<file path="src/rtl/tpu_pkg.sv">
// Shared types and defaults for the systolic array edge blocks.
package tpu_pkg;

  localparam int N_DEF      = 2;
  localparam int DATA_W_DEF = 8;

  typedef enum logic [1:0] {
    FILL   = 2'd0,
    ARMED  = 2'd1,
    STREAM = 2'd2
  } feeder_state_e;

endpackage

</file>
<file path="src/rtl/systolic_feeder_if.sv">
// Host-side load handshake plus skewed west-edge lane bus of the feeder.
interface systolic_feeder_if
  import tpu_pkg::*;
#(
  parameter int N      = N_DEF,
  parameter int DATA_W = DATA_W_DEF
) ();

  logic                  in_valid;
  logic                  in_ready;
  logic [N*DATA_W-1:0]   in_data;
  logic                  in_last;
  logic                  start;
  logic                  busy;
  logic [N*DATA_W-1:0]   out_data;
  logic [N-1:0]          out_valid;
  logic                  done;

  modport master (
    output in_valid, in_data, in_last, start,
    input  in_ready, busy, out_data, out_valid, done
  );

  modport slave (
    input  in_valid, in_data, in_last, start,
    output in_ready, busy, out_data, out_valid, done
  );

endinterface

</file>
<file path="src/rtl/feeder_tile_buf.sv">
// Tile register file: one write port, one read port per lane returning that lane's element.
module feeder_tile_buf #(
  parameter int N      = 2,
  parameter int DATA_W = 8,
  parameter int DEPTH  = 4,
  parameter int AW     = $clog2(DEPTH)
) (
  input  logic                clk,
  input  logic                reset,
  input  logic                wr_en,
  input  logic [AW-1:0]       wr_addr,
  input  logic [N*DATA_W-1:0] wr_data,
  input  logic [N*AW-1:0]     rd_addr,
  output logic [N*DATA_W-1:0] rd_data
);

  logic [N*DATA_W-1:0] mem_q [DEPTH];

  always_ff @(posedge clk or posedge reset) begin
    if (reset) begin
      for (int k = 0; k < DEPTH; k++) mem_q[k] <= '0;
    end else if (wr_en) begin
      mem_q[wr_addr] <= wr_data;
    end
  end

  // Each lane only ever needs its own column of the addressed vector.
  for (genvar gi = 0; gi < N; gi++) begin : g_rd
    assign rd_data[gi*DATA_W +: DATA_W] = mem_q[rd_addr[gi*AW +: AW]][gi*DATA_W +: DATA_W];
  end

endmodule

</file>
<file path="src/rtl/systolic_feeder.sv">
// Buffers one tile of input vectors and streams it diagonally skewed into the array rows.
module systolic_feeder
  import tpu_pkg::*;
#(
  parameter int N      = N_DEF,
  parameter int DATA_W = DATA_W_DEF,
  parameter int DEPTH  = 4
) (
  input logic              clk,
  input logic              reset,
  systolic_feeder_if.slave bus
);

  localparam int CW = $clog2(DEPTH) + 1;
  localparam int AW = $clog2(DEPTH);
  localparam int TW = $clog2(DEPTH + N) + 1;

  feeder_state_e       state_q, state_d;
  logic [CW-1:0]       count_q, count_d;
  logic [TW-1:0]       t_q, t_d;
  logic                in_ready_q, in_ready_d;
  logic                done_q, done_d;
  logic [N-1:0]        out_valid_q, out_valid_d;
  logic [N*DATA_W-1:0] out_data_q, out_data_d;

  logic                accept;
  logic [TW-1:0]       count_ext;
  logic [TW-1:0]       last_t;
  logic [N-1:0]        lane_hit;
  logic [N*AW-1:0]     rd_addr;
  logic [N*DATA_W-1:0] rd_data;

  assign accept    = (state_q == FILL) && bus.in_valid && in_ready_q;
  assign count_ext = TW'(count_q);
  // Final step carries no data; it is the cycle that registers done.
  assign last_t    = count_ext + TW'(N - 1);

  feeder_tile_buf #(
    .N      (N),
    .DATA_W (DATA_W),
    .DEPTH  (DEPTH),
    .AW     (AW)
  ) u_buf (
    .clk     (clk),
    .reset   (reset),
    .wr_en   (accept),
    .wr_addr (count_q[AW-1:0]),
    .wr_data (bus.in_data),
    .rd_addr (rd_addr),
    .rd_data (rd_data)
  );

  // Lane gi reads vector t-gi; a negative or >= count index means the lane is idle.
  for (genvar gi = 0; gi < N; gi++) begin : g_lane
    logic [TW:0] diff;
    assign diff         = {1'b0, t_q} - (TW + 1)'(gi);
    assign lane_hit[gi] = (state_q == STREAM) && !diff[TW] && (diff[TW-1:0] < count_ext);
    assign rd_addr[gi*AW +: AW] = diff[AW-1:0];
  end

  always_ff @(posedge clk or posedge reset) begin
    if (reset) begin
      state_q     <= FILL;
      count_q     <= '0;
      t_q         <= '0;
      in_ready_q  <= 1'b0;
      done_q      <= 1'b0;
      out_valid_q <= '0;
      out_data_q  <= '0;
    end else begin
      state_q     <= state_d;
      count_q     <= count_d;
      t_q         <= t_d;
      in_ready_q  <= in_ready_d;
      done_q      <= done_d;
      out_valid_q <= out_valid_d;
      out_data_q  <= out_data_d;
    end
  end

  always_comb begin
    state_d = state_q;
    count_d = count_q;
    t_d     = t_q;
    case (state_q)
      FILL: begin
        if (accept) begin
          count_d = count_q + CW'(1);
          if (bus.in_last || (count_q == CW'(DEPTH - 1))) state_d = ARMED;
        end
      end
      ARMED: begin
        if (bus.start) begin
          state_d = STREAM;
          t_d     = '0;
        end
      end
      STREAM: begin
        if (t_q == last_t) begin
          state_d = FILL;
          count_d = '0;
          t_d     = '0;
        end else begin
          t_d = t_q + TW'(1);
        end
      end
      default: state_d = FILL;
    endcase
  end

  always_comb begin
    in_ready_d  = (state_d == FILL) && (count_d < CW'(DEPTH));
    done_d      = (state_q == STREAM) && (t_q == last_t);
    out_valid_d = lane_hit;
    out_data_d  = '0;
    for (int i = 0; i < N; i++) begin
      if (lane_hit[i]) out_data_d[i*DATA_W +: DATA_W] = rd_data[i*DATA_W +: DATA_W];
    end
  end

  assign bus.in_ready  = in_ready_q;
  assign bus.busy      = (state_q != FILL);
  assign bus.out_data  = out_data_q;
  assign bus.out_valid = out_valid_q;
  assign bus.done      = done_q;

endmodule

</file>
<file path="src/flat_wrapper.sv">
// flat-port wrapper written by rule: the top's interface ports become plain ports
module systolic_feeder_flat import tpu_pkg::*;
#(
  parameter int N      = N_DEF,
  parameter int DATA_W = DATA_W_DEF,
  parameter int DEPTH  = 4
)
  (clk, reset, bus_in_valid, bus_in_data, bus_in_last, bus_start, bus_in_ready, bus_busy, bus_out_data, bus_out_valid, bus_done);
  systolic_feeder_if #(.N(N), .DATA_W(DATA_W)) bus_i ();
  input logic clk;
  input logic reset;
  input wire logic [$bits(bus_i.in_valid)-1:0] bus_in_valid;
  input wire logic [$bits(bus_i.in_data)-1:0] bus_in_data;
  input wire logic [$bits(bus_i.in_last)-1:0] bus_in_last;
  input wire logic [$bits(bus_i.start)-1:0] bus_start;
  output wire logic [$bits(bus_i.in_ready)-1:0] bus_in_ready;
  output wire logic [$bits(bus_i.busy)-1:0] bus_busy;
  output wire logic [$bits(bus_i.out_data)-1:0] bus_out_data;
  output wire logic [$bits(bus_i.out_valid)-1:0] bus_out_valid;
  output wire logic [$bits(bus_i.done)-1:0] bus_done;
  assign bus_i.in_valid = bus_in_valid;
  assign bus_i.in_data = bus_in_data;
  assign bus_i.in_last = bus_in_last;
  assign bus_i.start = bus_start;
  assign bus_in_ready = bus_i.in_ready;
  assign bus_busy = bus_i.busy;
  assign bus_out_data = bus_i.out_data;
  assign bus_out_valid = bus_i.out_valid;
  assign bus_done = bus_i.done;
  systolic_feeder #(.N(N), .DATA_W(DATA_W), .DEPTH(DEPTH)) u_core (.clk(clk), .reset(reset), .bus(bus_i));
endmodule
</file>
<file path="config.mk">
export PLATFORM = sky130hd
export DESIGN_NAME = systolic_feeder_flat
export DESIGN_NICKNAME = d
export VERILOG_FILES = /design/src/rtl/tpu_pkg.sv /design/src/rtl/systolic_feeder_if.sv /design/src/rtl/feeder_tile_buf.sv /design/src/rtl/systolic_feeder.sv /design/src/flat_wrapper.sv
export SDC_FILE = /design/constraint.sdc
export NUM_CORES = 1
export LEC_CHECK = 0
export ABC_AREA = 0
export ABC_CLOCK_PERIOD_IN_PS = 7100
export CORE_AREA = 10 10 134 136
export DETAILED_ROUTE_END_ITERATION = 16
export DIE_AREA = 0 0 144 146
export GPL_TIMING_DRIVEN = 1
export PLACE_DENSITY_LB_ADDON = 0.15
export SLEW_MARGIN = 20
export SYNTH_ARGS = -nofsm -noshare
export SYNTH_HDL_FRONTEND = slang
export SYNTH_SLANG_ARGS = --single-unit
export TNS_END_PERCENT = 10
</file>
<file path="constraint.sdc">
create_clock -name clk -period 7.1 [get_ports clk]
set_clock_uncertainty 0.15 [all_clocks]
set_input_delay 1.065 -clock clk [delete_from_list [all_inputs] [get_ports clk]]
set_output_delay 1.065 -clock clk [all_outputs]
set_load 0.02 [all_outputs]
</file>
=== After elaboration in Yosys (flattened, before gate mapping) ===
Index checks and enable logic that the tools add are counted.

* Logic and storage cells: 67
* Bits of input ports: 21
* Output and inout bits: 21
* Bits in registers: 93

* Bitwise operators: 3
* Reductions and logical operators: 15
* $add $sub $neg: 4
* Equality and inequality tests: 5
* Mux-type cells: 22
* $lt $le $gt $ge: 7

{| class="wikitable"
|+ Operator list
! kind !! number
|-
| binary-select mux 16 bit (select 2 bit) || 2
|-
| bitwise mux 64 bit || 1
|-
| 2-to-1 mux 16 bit || 3
|-
| demux 16 bit (select 2 bit) || 1
|-
| 2-to-1 mux 8 bit || 4
|-
| greater-or-equal comparator 3 bit (second input constant) || 3
|-
| NOT 2 -> 3 bit || 3
|-
| logical AND 1 bit || 8
|-
| < comparator 4 x 3 -> 1 bit || 2
|-
| 2-to-1 mux 2 bit || 4
|-
| 2-to-1 mux 4 bit || 2
|-
| one-hot mux 4 bit (2 select lines) || 1
|-
| 2-to-1 mux 3 bit || 2
|-
| one-hot mux 2 bit (3 select lines) || 1
|-
| one-hot mux 3 bit (2 select lines) || 1
|-
| subtractor 4 x 1 -> 5 bit (second input constant) || 1
|-
| adder 3 x 1 -> 4 bit (second input constant) || 1
|-
| adder 4 x 1 -> 4 bit (second input constant) || 1
|-
| == test 4 bit || 1
|-
| logical NOT 2 bit || 2
|-
| nonzero test 2 bit || 2
|-
| adder 3 x 1 -> 3 bit (second input constant) || 1
|-
| == test 3 x 2 -> 1 bit (second input constant) || 1
|-
| < comparator 3 x 1 -> 1 bit (second input constant) || 1
|-
| other kinds (7) || 7
|}

=== Logic depth before layout (Yosys ltp) ===
Gate-level depths: netlist of run 1.

* Depth in word-level cells: 7
* Mapped depth: 10

=== Hierarchy ===
A second synthesis of run 1 with hierarchy kept.

* Cell total of the unflattened synthesis: 277
* Area, all modules: 4145.2 um^2

{| class="wikitable"
|+ Modules (own cells, without submodules)
! module !! times used !! cells each !! area an instance (um^2) !! sequential area each (um^2)
|-
| feeder_tile_buf || 1 || 157 || 2793.9 || 1601.5
|-
| systolic_feeder || 1 || 120 || 1351.3 || 725.7
|}

=== Worst setup path after synthesis of run 1 ===
Ideal clock, no wire load.

* Kind: register -> register
* Start point: register u_core.t_q[1]
* End point: register u_core.out_data_q[10], in the netlist u_core.bus.out_data[10]
* Data arrival time: 2507 ps
* Library setup time: 76 ps
* Period minus slack after synthesis: 2733 ps
* Cell stages (with the launch flop): 11
* Setup slack: 4367 ps
* Cells stage by stage: dfrtp_1 -> clkbuf_1 -> inv_1 -> ha_1 -> clkbuf_1 -> inv_1 -> ha_1 -> nor2b_1 -> o21ai_0 -> o211ai_1 -> nor2b_1

* Longest elaborated chain between the ends: 6
* Elaborated cells on any way between the ends: 10

{| class="wikitable"
|+ RTL lines
! item !! line !! source
|-
| start: declaration || systolic_feeder.sv:20 || <nowiki>logic [TW-1:0] t_q, t_d;</nowiki>
|-
| start signal: assignment || systolic_feeder.sv:73 || <nowiki>t_q <= t_d;</nowiki>
|-
| subtractor 4 x 1 -> 5 bit (*) || systolic_feeder.sv:56 || <nowiki>assign diff = {1'b0, t_q} - (TW + 1)'(gi);</nowiki>
|-
| NOT 2 -> 3 bit (not written as such) || feeder_tile_buf.sv:29 || <nowiki>assign rd_data[gi*DATA_W +: DATA_W] = mem_q[rd_addr[gi*AW +: AW]][gi*DATA_W +: DATA_W];</nowiki>
|-
| binary-select mux 16 bit (select 2 bit) || feeder_tile_buf.sv:29 ||
|-
| 2-to-1 mux 16 bit (not written as such) (2 in series) || feeder_tile_buf.sv:29 ||
|-
| 2-to-1 mux 8 bit (*) || systolic_feeder.sv:117 || <nowiki>if (lane_hit[i]) out_data_d[i*DATA_W +: DATA_W] = rd_data[i*DATA_W +: DATA_W];</nowiki>
|-
| named net u_core.out_data_d[10] || systolic_feeder.sv:24 || <nowiki>logic [N*DATA_W-1:0] out_data_q, out_data_d;</nowiki>
|-
| end signal: assignment || systolic_feeder.sv:77 || <nowiki>out_data_q <= out_data_d;</nowiki>
|-
| end: declaration || systolic_feeder.sv:24 ||
|}

Mark *: on every way through the listed nets, which the timed path passes. The rest lies on a longest branch. The select of a mux whose other input is x is not followed.
A chain may end at the register's enable or synchronous reset.

=== Final worst setup path of run 1 ===
* Start point: register u_core.t_q[1]
* End point: register u_core.out_data_q[13], in the netlist u_core.bus.out_data[13]

Same word-level chain as after synthesis.

==> impl_metrics.yaml, run 1 <==
clocking:
  cts-resized-gates: 0
  clockRootBuffer: "clkbuf_16"
  insertion_delay_ps: 340
  cts_buffer_depth: 2
  htree_levels: 3
  cts_tree: "done"
  cts.sinks: 93
  numCtsBuffers: 9
  holdBufCountCts: 0
  postCtsSetupBuffers: 0
  clk_pin_slew_ps: 70
routing:
  drcViolationCount: 0
  ant_nets: 0
  wl_per_cell_um: 18.6
  dr.pass1.iters: 4
  dr.first_iter.drc_count: 126
  wl_um: 9790
  dr_total_vias: 2442
  via_per_inst: 4.65
cells_and_area:
  fillCellCount: 1477
  fin_nets: 362
  syn2layout_area_growth_pct: 20.9
  layout-drive-gt1-share: 0.312
  antennaDiodeCount: 0
global_route:
  grt_busiest_layer: "met2"
  grt_usage: 0.100
  use_met1: 0.131
  met2_usage: 0.154
  overflow: 0
  grt_pass1_wl_um: 16200
  antenna_found_initial: 0
  grt_use_met3: 0.0228
  grt_max_degree: 70
  grt_pass1_vias: 2809
worst_setup_path:
  worstPathRequired_ps: 7210
  cp-end-kind: "flop"
  crit_path_start_kind: "flop"
  cp_max_fo: 17
  arrival_ps: 3330
  critical_path_class: "reg2reg"
power_and_ir_drop:
  pwr-share-comb: 0.383
  p_int_mw: 1.60
  leakage_nw: 2.44
  p_sw_frac: 0.307
  p_clk_frac: 0.229
  switchingPower_uw: 709
  seq_power_share: 0.389
  powerDensity_nw_per_um2: 441
  ir_drop_v: 0.000147
placed_design:
  port_buffers: 41
  place.gp.congestion: 0.680
  dp_hpwl_um: 6200
floorplanning:
  rows: 46
  dieWidth_um: 144
  die_h_um: 146
  die_area_um2: 21000
  start_util: 0.280
  core-area_um2: 15500
  ioPinCount: 42
synthesis:
  ys_top_cells_by_area: "dfrtp_1, mux2_4, mux4_2"
  synthXorXnorAreaFrac: 0.00606
  synth_most_common_cell: "dfrtp_1"
  synth_top_family_by_area: "multiplexers"
  syn-num-nets: 321
  synth_top_area_frac: 0.537
  ys_ff_latch: 93
  ys.flop_type: "dfrtp_1"
  syn_inst: 287
  netlist_top_cells_count: "dfrtp_1, mux2_4, mux2_2"
  synthArstFlopShare: 1.00
  synth_edf_count: 0
  ys_seq_area_frac: 0.537
  syn-cell-area_um2: 4340
  synthDistinctLibCells: 38
  synth-compound-area-share: 0.0375
  synth_warnings: 0
  synthSimpleGateAreaFrac: 0.0672
  synthMuxAreaShare: 0.284
  syn_area_per_cell_um2: 15.1
  yosysTopAreaCell: "dfrtp_1"
  synthAdderAreaFrac: 0.0375
timing:
  hold_viol: 0
  worst_pin_slew_ps: 1000
  holdWs_ps: 350
  fin_setup_tns_ps: 0
  relSlewSlack: 0.328
  period_share: 0.453
  final_max_slew_viol_count: 0
  rsz0062_at_grt: "no"
  max_freq_mhz: 311
  period_minus_slack_ps: 3220
  setup_violations: 0
run:
  cap_violations: 0
run_status:
  status: "finished, final reports clean"
worst_hold_path:
  worst_hold_path_type: "reg2reg"
## kinds of logic after synthesis
kind of cell	after synthesis
mux	80
fa+ha+maj	13
xor+xnor	3
buf+inv	26
compound gates	27
flops	93
simple gates	45
## metrics by stage
stage | cells | setup WS, ps | power (mW) | util | area, um^2
final | 525 | 3880 | 2.31 | 0.339 | 5240
after global routing | 525 | 3520 | 2.47 | 0.339 | 5240
after CTS | 525 | 3710 | 2.35 | 0.339 | 5240
after detailed placement | 509 | 3730 | 1.81 | 0.318 | 4920
after global placement | 509 | 3740 | 1.79 | 0.318 | 4920
after floorplan | 287 | 3460 | 1.58 | - | 4340
## layout make-up
type | instances | area, um^2 | share of cell area
Clock inverter | 5 | 81.3 | 0.0155
Clock buffer | 11 | 243 | 0.0463
Multi-Input combinational cell | 168 | 1870 | 0.358
Sequential cell | 93 | 2330 | 0.444
Tap cell | 192 | 240 | 0.0458
Timing Repair Buffer | 43 | 425 | 0.0812
Inverter | 13 | 50.0 | 0.00955
## placed cells by master (no fill, tap or decap), types with 2 or more instances in the layout
cell             synthesis  routed
dfrtp_1                 93      93
clkdlybuf4s50_1          0      41
mux2_4                  40      40
mux2_2                  24      24
mux4_2                  16      16
ha_1                    13      13
inv_1                   13      12
nor2b_1                 10      10
clkbuf_16                0       9
o21ai_0                  9       8
and3_1                   8       8
a21oi_1                  8       8
nand2_1                  5       5
nand2_4                  4       4
nor2_1                   4       4
nor3_1                   3       3
nand2b_1                 2       2
xor2_1                   2       2
nand3_1                  2       2
o22ai_1                  2       2
clkinv_2                 0       2
o31ai_1                  2       2
bufinv_16                0       2
buf_4                    1       2
## routing by layer
layer | share of wire | up-vias
li1 | - | 1115
met1 | 0.47 | 1272
met2 | 0.47 | 42
met3 | 0.036 | 13
met4 | 0.020 | 0
met5 | 0 | -
## final timing paths
path | startpoint | endpoint | cells past startpoint | slack, ps
worst max-delay path | u_core.t_q[1] | u_core.bus.out_data[13] | 8 | 3880
worst min-delay path | u_core.u_buf.mem_q[28] | u_core.u_buf.mem_q[28] | 1 | 350
worst max register to register | u_core.t_q[1] | u_core.bus.out_data[13] | 8 | 3880
worst min register to register | u_core.u_buf.mem_q[28] | u_core.u_buf.mem_q[28] | 1 | 350
max in group asynchronous | reset | u_core.bus.out_data[11] | 3 | 4640
min in group asynchronous | reset | u_core.bus.out_data[7] | 2 | 900
## power by group through the flow
stage | clock network [mW] | registers [mW] | logic [mW]
after floorplan | 0 | 0.866 | 0.711
after global placement | 0 | 0.901 | 0.889
after detailed placement | 0 | 0.905 | 0.906
after CTS | 0.542 | 0.898 | 0.906
after global routing | 0.567 | 0.930 | 0.973
final | 0.529 | 0.898 | 0.884
## flip-flops by register name, indices dropped and copies added (netlist names)
signal                cells
u_core.u_buf.mem_q       64
u_core.bus.in_ready       1
u_core.bus.out_valid      2
u_core.state_q            2
u_core.count_q            3
u_core.bus.out_data      16
u_core.bus.done           1
u_core.t_q                4
## worst max-delay path, stage by stage (launching register included)
cell	delay, ps
dfrtp_1	840
inv_1	100
ha_1	690
inv_1	90
ha_1	300
nor2b_1	120
o21ai_0	140
o211ai_1	430
nor2b_1	270
Note: power is estimated with default switching activity, not from simulation.
==> inputs of run 2 (changes only) <==
- ABC_CLOCK_PERIOD_IN_PS: 7100 -> 3000
- clock period: 7.1 -> 3 ns (I/O delays scaled with it)
==> impl_metrics.yaml, run 2 (same netlist as run 1, synthesis figures left out) <==
worst_hold_path:
  worst_hold_path_type: "reg2reg"
  min_from: "u_core.u_buf.mem_q[46]"
global_route:
  grt_usage: 0.0963
  antenna_found_initial: 0
  use_met1: 0.126
  grt_pass1_vias: 2724
  met2_usage: 0.145
  grt_pass1_wl_um: 15500
  grt_max_degree: 30
  grt_busiest_layer: "met2"
  overflow: 0
  grt_use_met3: 0.0255
placed_design:
  placedInstanceArea_um2: 4980
  port_buffers: 41
  dpl.cell_count: 516
  dp_hpwl_um: 6250
  place_ws_ps: 485
  place.gp.congestion: 0.700
clocking:
  htree_levels: 3
  cts_buffer_depth: 2
  insertion_delay_ps: 350
  cts.sinks: 93
  cts_tree: "done"
  clk_pin_slew_ps: 60
  postCtsSetupBuffers: 0
  clockRootBuffer: "clkbuf_16"
  cts-resized-gates: 0
  holdBufCountCts: 0
  numCtsBuffers: 9
cells_and_area:
  largest_register_ff_count: 64
  fillCellCount: 1517
  multi_input_area_um2: 1870
  top_register: "u_core.u_buf.mem_q"
  layout_commonest_cell: "dfrtp_1"
  fin_cells: 533
  layout-drive-gt1-share: 0.326
  layout_common_cells: "dfrtp_1, clkdlybuf4s50_1, mux2_4"
  fin_nets: 370
  antennaDiodeCount: 0
  seq_area_um2: 2330
  syn2layout_area_growth_pct: 21.8
  final_area_um2: 5280
power_and_ir_drop:
  leakage_nw: 2.46
  ir_drop_v: 0.000285
  powerDensity_nw_per_um2: 1030
routing:
  wl_um: 9480
  dr.pass1.iters: 4
  dr_total_vias: 2440
  wl_per_cell_um: 17.8
  drcViolationCount: 0
  via_per_inst: 4.58
  ant_nets: 0
  dr.first_iter.drc_count: 170
worst_setup_path:
  r2r_start: "u_core.t_q[0]"
  cp_max_fo: 12
  critical_path_class: "reg2out"
  crit_path_start_kind: "flop"
  critPathLaunch: "u_core.state_q[1]"
  arrival_ps: 1680
  cp-end-kind: "output port"
  worstPathRequired_ps: 2400
timing:
  worst_pin_slew_ps: 723
  period_minus_slack_ps: 2280
  setup_violations: 0
  max_freq_mhz: 439
  period_share: 0.759
  worst_slack_ps: 723
  final_max_slew_viol_count: 0
  relSlewSlack: 0.515
  fin_setup_tns_ps: 0
  holdWs_ps: 350
  hold_viol: 0
  rsz0062_at_grt: "no"
floorplanning:
  rows: 46
  core-area_um2: 15500
  start_util: 0.280
  die_area_um2: 21000
  die_h_um: 146
  ioPinCount: 42
  dieWidth_um: 144
run_status:
  status: "finished, final reports clean"
run:
  cap_violations: 0
[run 2: per-stage QoR]
step | power, mW | util
2_1_floorplan | 3.73 | -
3_5_place_dp | 4.32 | 0.322
3_3_place_gp | 4.29 | 0.322
5_1_grt | 5.79 | 0.341
6_report | 5.42 | 0.341
4_1_cts | 5.50 | 0.341
[run 2: path summary, 6_finish.rpt]
path                       slack [ps]  cells after the start                      to
max                               720                      3                bus_busy
min                               350                      1  u_core.u_buf.mem_q[46]
max reg2reg                       750                      9  u_core.bus.out_data[9]
min reg2reg                       350                      1  u_core.u_buf.mem_q[46]
max in group asynchronous        1650                      3  u_core.u_buf.mem_q[34]
min in group asynchronous         390                      2           u_core.t_q[0]
[run 2: area by class of cell]
cell class	instances	area share
repair buffers	51	0.0942
multi-input cells	168	0.355
clock buffers	11	0.0440
clock inverters	5	0.0111
inverters	13	0.00995
flip-flops and latches	93	0.440
well taps	192	0.0455
[run 2: metal layers]
metal | routed length, um | share of wire
met2 | 4420 | 0.47
met5 | 0 | 0
met4 | 186 | 0.020
met3 | 361 | 0.038
met1 | 4510 | 0.48
[run 2: critical path, cell delays in order, from the launching register on]
cell and delay (ps):
dfrtp_1 570, nor2_1 110, inv_1 60, clkdlybuf4s50_1 590
[run 2: where the power goes]
part / total, mW / internal (mW) / leakage [nW] / switching (mW)
combinational: 2.19 / 1.30 / 1.15 / 0.892
clock: 1.15 / 0.648 / 0.136 / 0.497
sequential: 2.08 / 1.78 / 1.17 / 0.305
total: 5.42 / 3.73 / 2.46 / 1.69
==> inputs of run 3 (changes only) <==
- ABC_CLOCK_PERIOD_IN_PS: 3000 -> 2100
- clock period: 3 -> 2.1 ns (I/O delays scaled with it)
==> impl_metrics.yaml, run 3 (same netlist as run 1, synthesis figures left out) <==
routing:
  wl_per_cell_um: 17.4
  dr.pass1.iters: 4
  dr_total_vias: 2497
  wl_um: 9520
  ant_nets: 0
  dr.first_iter.drc_count: 105
  drcViolationCount: 0
  via_per_inst: 4.57
cells_and_area:
  layout-drive-gt1-share: 0.373
  largest_register_ff_count: 64
  layout_common_cells: "dfrtp_1, clkdlybuf4s50_1, mux2_4"
  fin_nets: 383
  syn2layout_area_growth_pct: 25.7
  antennaDiodeCount: 0
  fillCellCount: 1488
  fin_cells: 546
  layout_commonest_cell: "dfrtp_1"
  top_register: "u_core.u_buf.mem_q"
floorplanning:
  dieWidth_um: 144
  start_util: 0.280
  die_h_um: 146
  die_area_um2: 21000
  core-area_um2: 15500
  rows: 46
  ioPinCount: 42
timing:
  period_share: 0.943
  final_max_slew_viol_count: 0
  period_minus_slack_ps: 1980
  worst_slack_ps: 119
  worst_pin_slew_ps: 542
  relSlewSlack: 0.639
  setup_violations: 0
  hold_viol: 0
  rsz0062_at_grt: "yes"
  max_freq_mhz: 505
clocking:
  cts_buffer_depth: 2
  cts.sinks: 93
  insertion_delay_ps: 350
  holdBufCountCts: 0
  numCtsBuffers: 9
  htree_levels: 3
  clk_pin_slew_ps: 70
  clockRootBuffer: "clkbuf_16"
  cts_tree: "done"
worst_setup_path:
  critical_path_class: "reg2reg"
  ff2ff_setup_slack_ps: 120
  r2r_cells: 9
  crit_path_start_kind: "flop"
  cp_max_fo: 9
  arrival_ps: 2090
  slowest_delay_ps: 350
  cp-end-kind: "flop"
  r2r_start: "u_core.t_q[1]"
  path_cells: "inv_1, ha_1, inv_1, ha_1, nor2b_1, o21ai_1, o211ai_1, buf_4, nor2b_1"
  worstPathRequired_ps: 2210
  worst_r2r_endpoint: "u_core.bus.out_data[13]"
  crit_slowest_cell: "dfrtp_1"
power_and_ir_drop:
  powerDensity_nw_per_um2: 1460
  pwr-share-comb: 0.431
  ir_drop_v: 0.000395
  seq_power_share: 0.369
  p_clk_frac: 0.201
  p_sw_frac: 0.313
  switchingPower_mw: 2.48
  p_int_mw: 5.45
  leakage_nw: 2.55
run_status:
  status: "finished, final reports clean"
global_route:
  grt_pass1_vias: 2734
  grt_usage: 0.0978
  antenna_found_initial: 0
  grt_max_degree: 94
  overflow: 0
  grt_pass1_wl_um: 15800
placed_design:
  place.gp.congestion: 0.714
  place_ws_ps: 38.6
  dpl.cell_count: 529
  port_buffers: 41
  dp_hpwl_um: 6260
run:
  cap_violations: 0
worst_hold_path:
  worst_hold_path_type: "in2async"
[run 3: per-layer routing]
metal  vias to the layer above  part of all wire  GRT usage
met5                         -                 0          0
met3                        15             0.035     0.0232
met2                        37              0.46      0.144
met4                         0             0.021     0.0460
li1                       1162                 -          -
met1                      1283              0.49      0.131
[run 3: cell type report]
| class | count | area [um^2] | area share |
|---|---|---|---|
| inverter | 13 | 52.6 | 0.00964 |
| tap | 192 | 240 | 0.0441 |
| timing repair buffer | 64 | 633 | 0.116 |
| clock inverter | 5 | 33.8 | 0.00620 |
| multi-input combinational | 168 | 1910 | 0.351 |
| sequential | 93 | 2330 | 0.427 |
| clock buffer | 11 | 253 | 0.0464 |
[run 3: critical path: cells and delay by family, from the launching register on]
family | cells | cell delay, ps
adder cells (fa/ha/maj) | 2 | 550
flip-flops | 1 | 350
AND/OR/NAND/NOR | 2 | 310
buffers and inverters | 3 | 290
AO/OA/AOI/OAI | 2 | 240
[run 3: power by group through the flow]
stage          logic (mW)  clock network, mW  registers (mW)
6_report             3.42               1.59            2.93
5_1_grt              3.73               1.72            3.02
4_1_cts              3.40               1.65            2.93
3_5_place_dp         3.39                  0            2.95
3_3_place_gp         3.36                  0            2.94
2_1_floorplan        2.40                  0            2.93
[run 3: how the worst max path moves through the flow]
stage                      start                      end  slack, ps  cells past startpoint
6_report           u_core.t_q[1]  u_core.bus.out_data[13]        120                      9
5_1_grt            u_core.t_q[0]  u_core.bus.out_data[13]        -30                      9
4_1_cts        u_core.count_q[0]            u_core.t_q[2]         20                      7
3_5_place_dp   u_core.count_q[0]            u_core.t_q[2]         40                      7
3_3_place_gp        bus_in_valid   u_core.u_buf.mem_q[61]         30                      5
2_1_floorplan      u_core.t_q[1]  u_core.bus.out_data[10]       -630                     10
[run 3: what timing repair did]
item,4_1_cts,5_1_grt
gates resized for setup,0,7
buffers inserted,0,1
hold endpoints to repair,0,0
endpoints found under the setup margin,0,15
[run 3: metrics by stage]
step            util  hold WS (ps)  total power [mW]  area, um^2  TNS [ps]
2_1_floorplan      -           314              5.33        4340     -5630
3_3_place_gp   0.331           334              6.31        5120         0
3_5_place_dp   0.331           341              6.34        5120         0
4_1_cts        0.349           346              7.98        5410         0
5_1_grt        0.352           367              8.47        5450      -102
6_report       0.352           275              7.94        5450         0
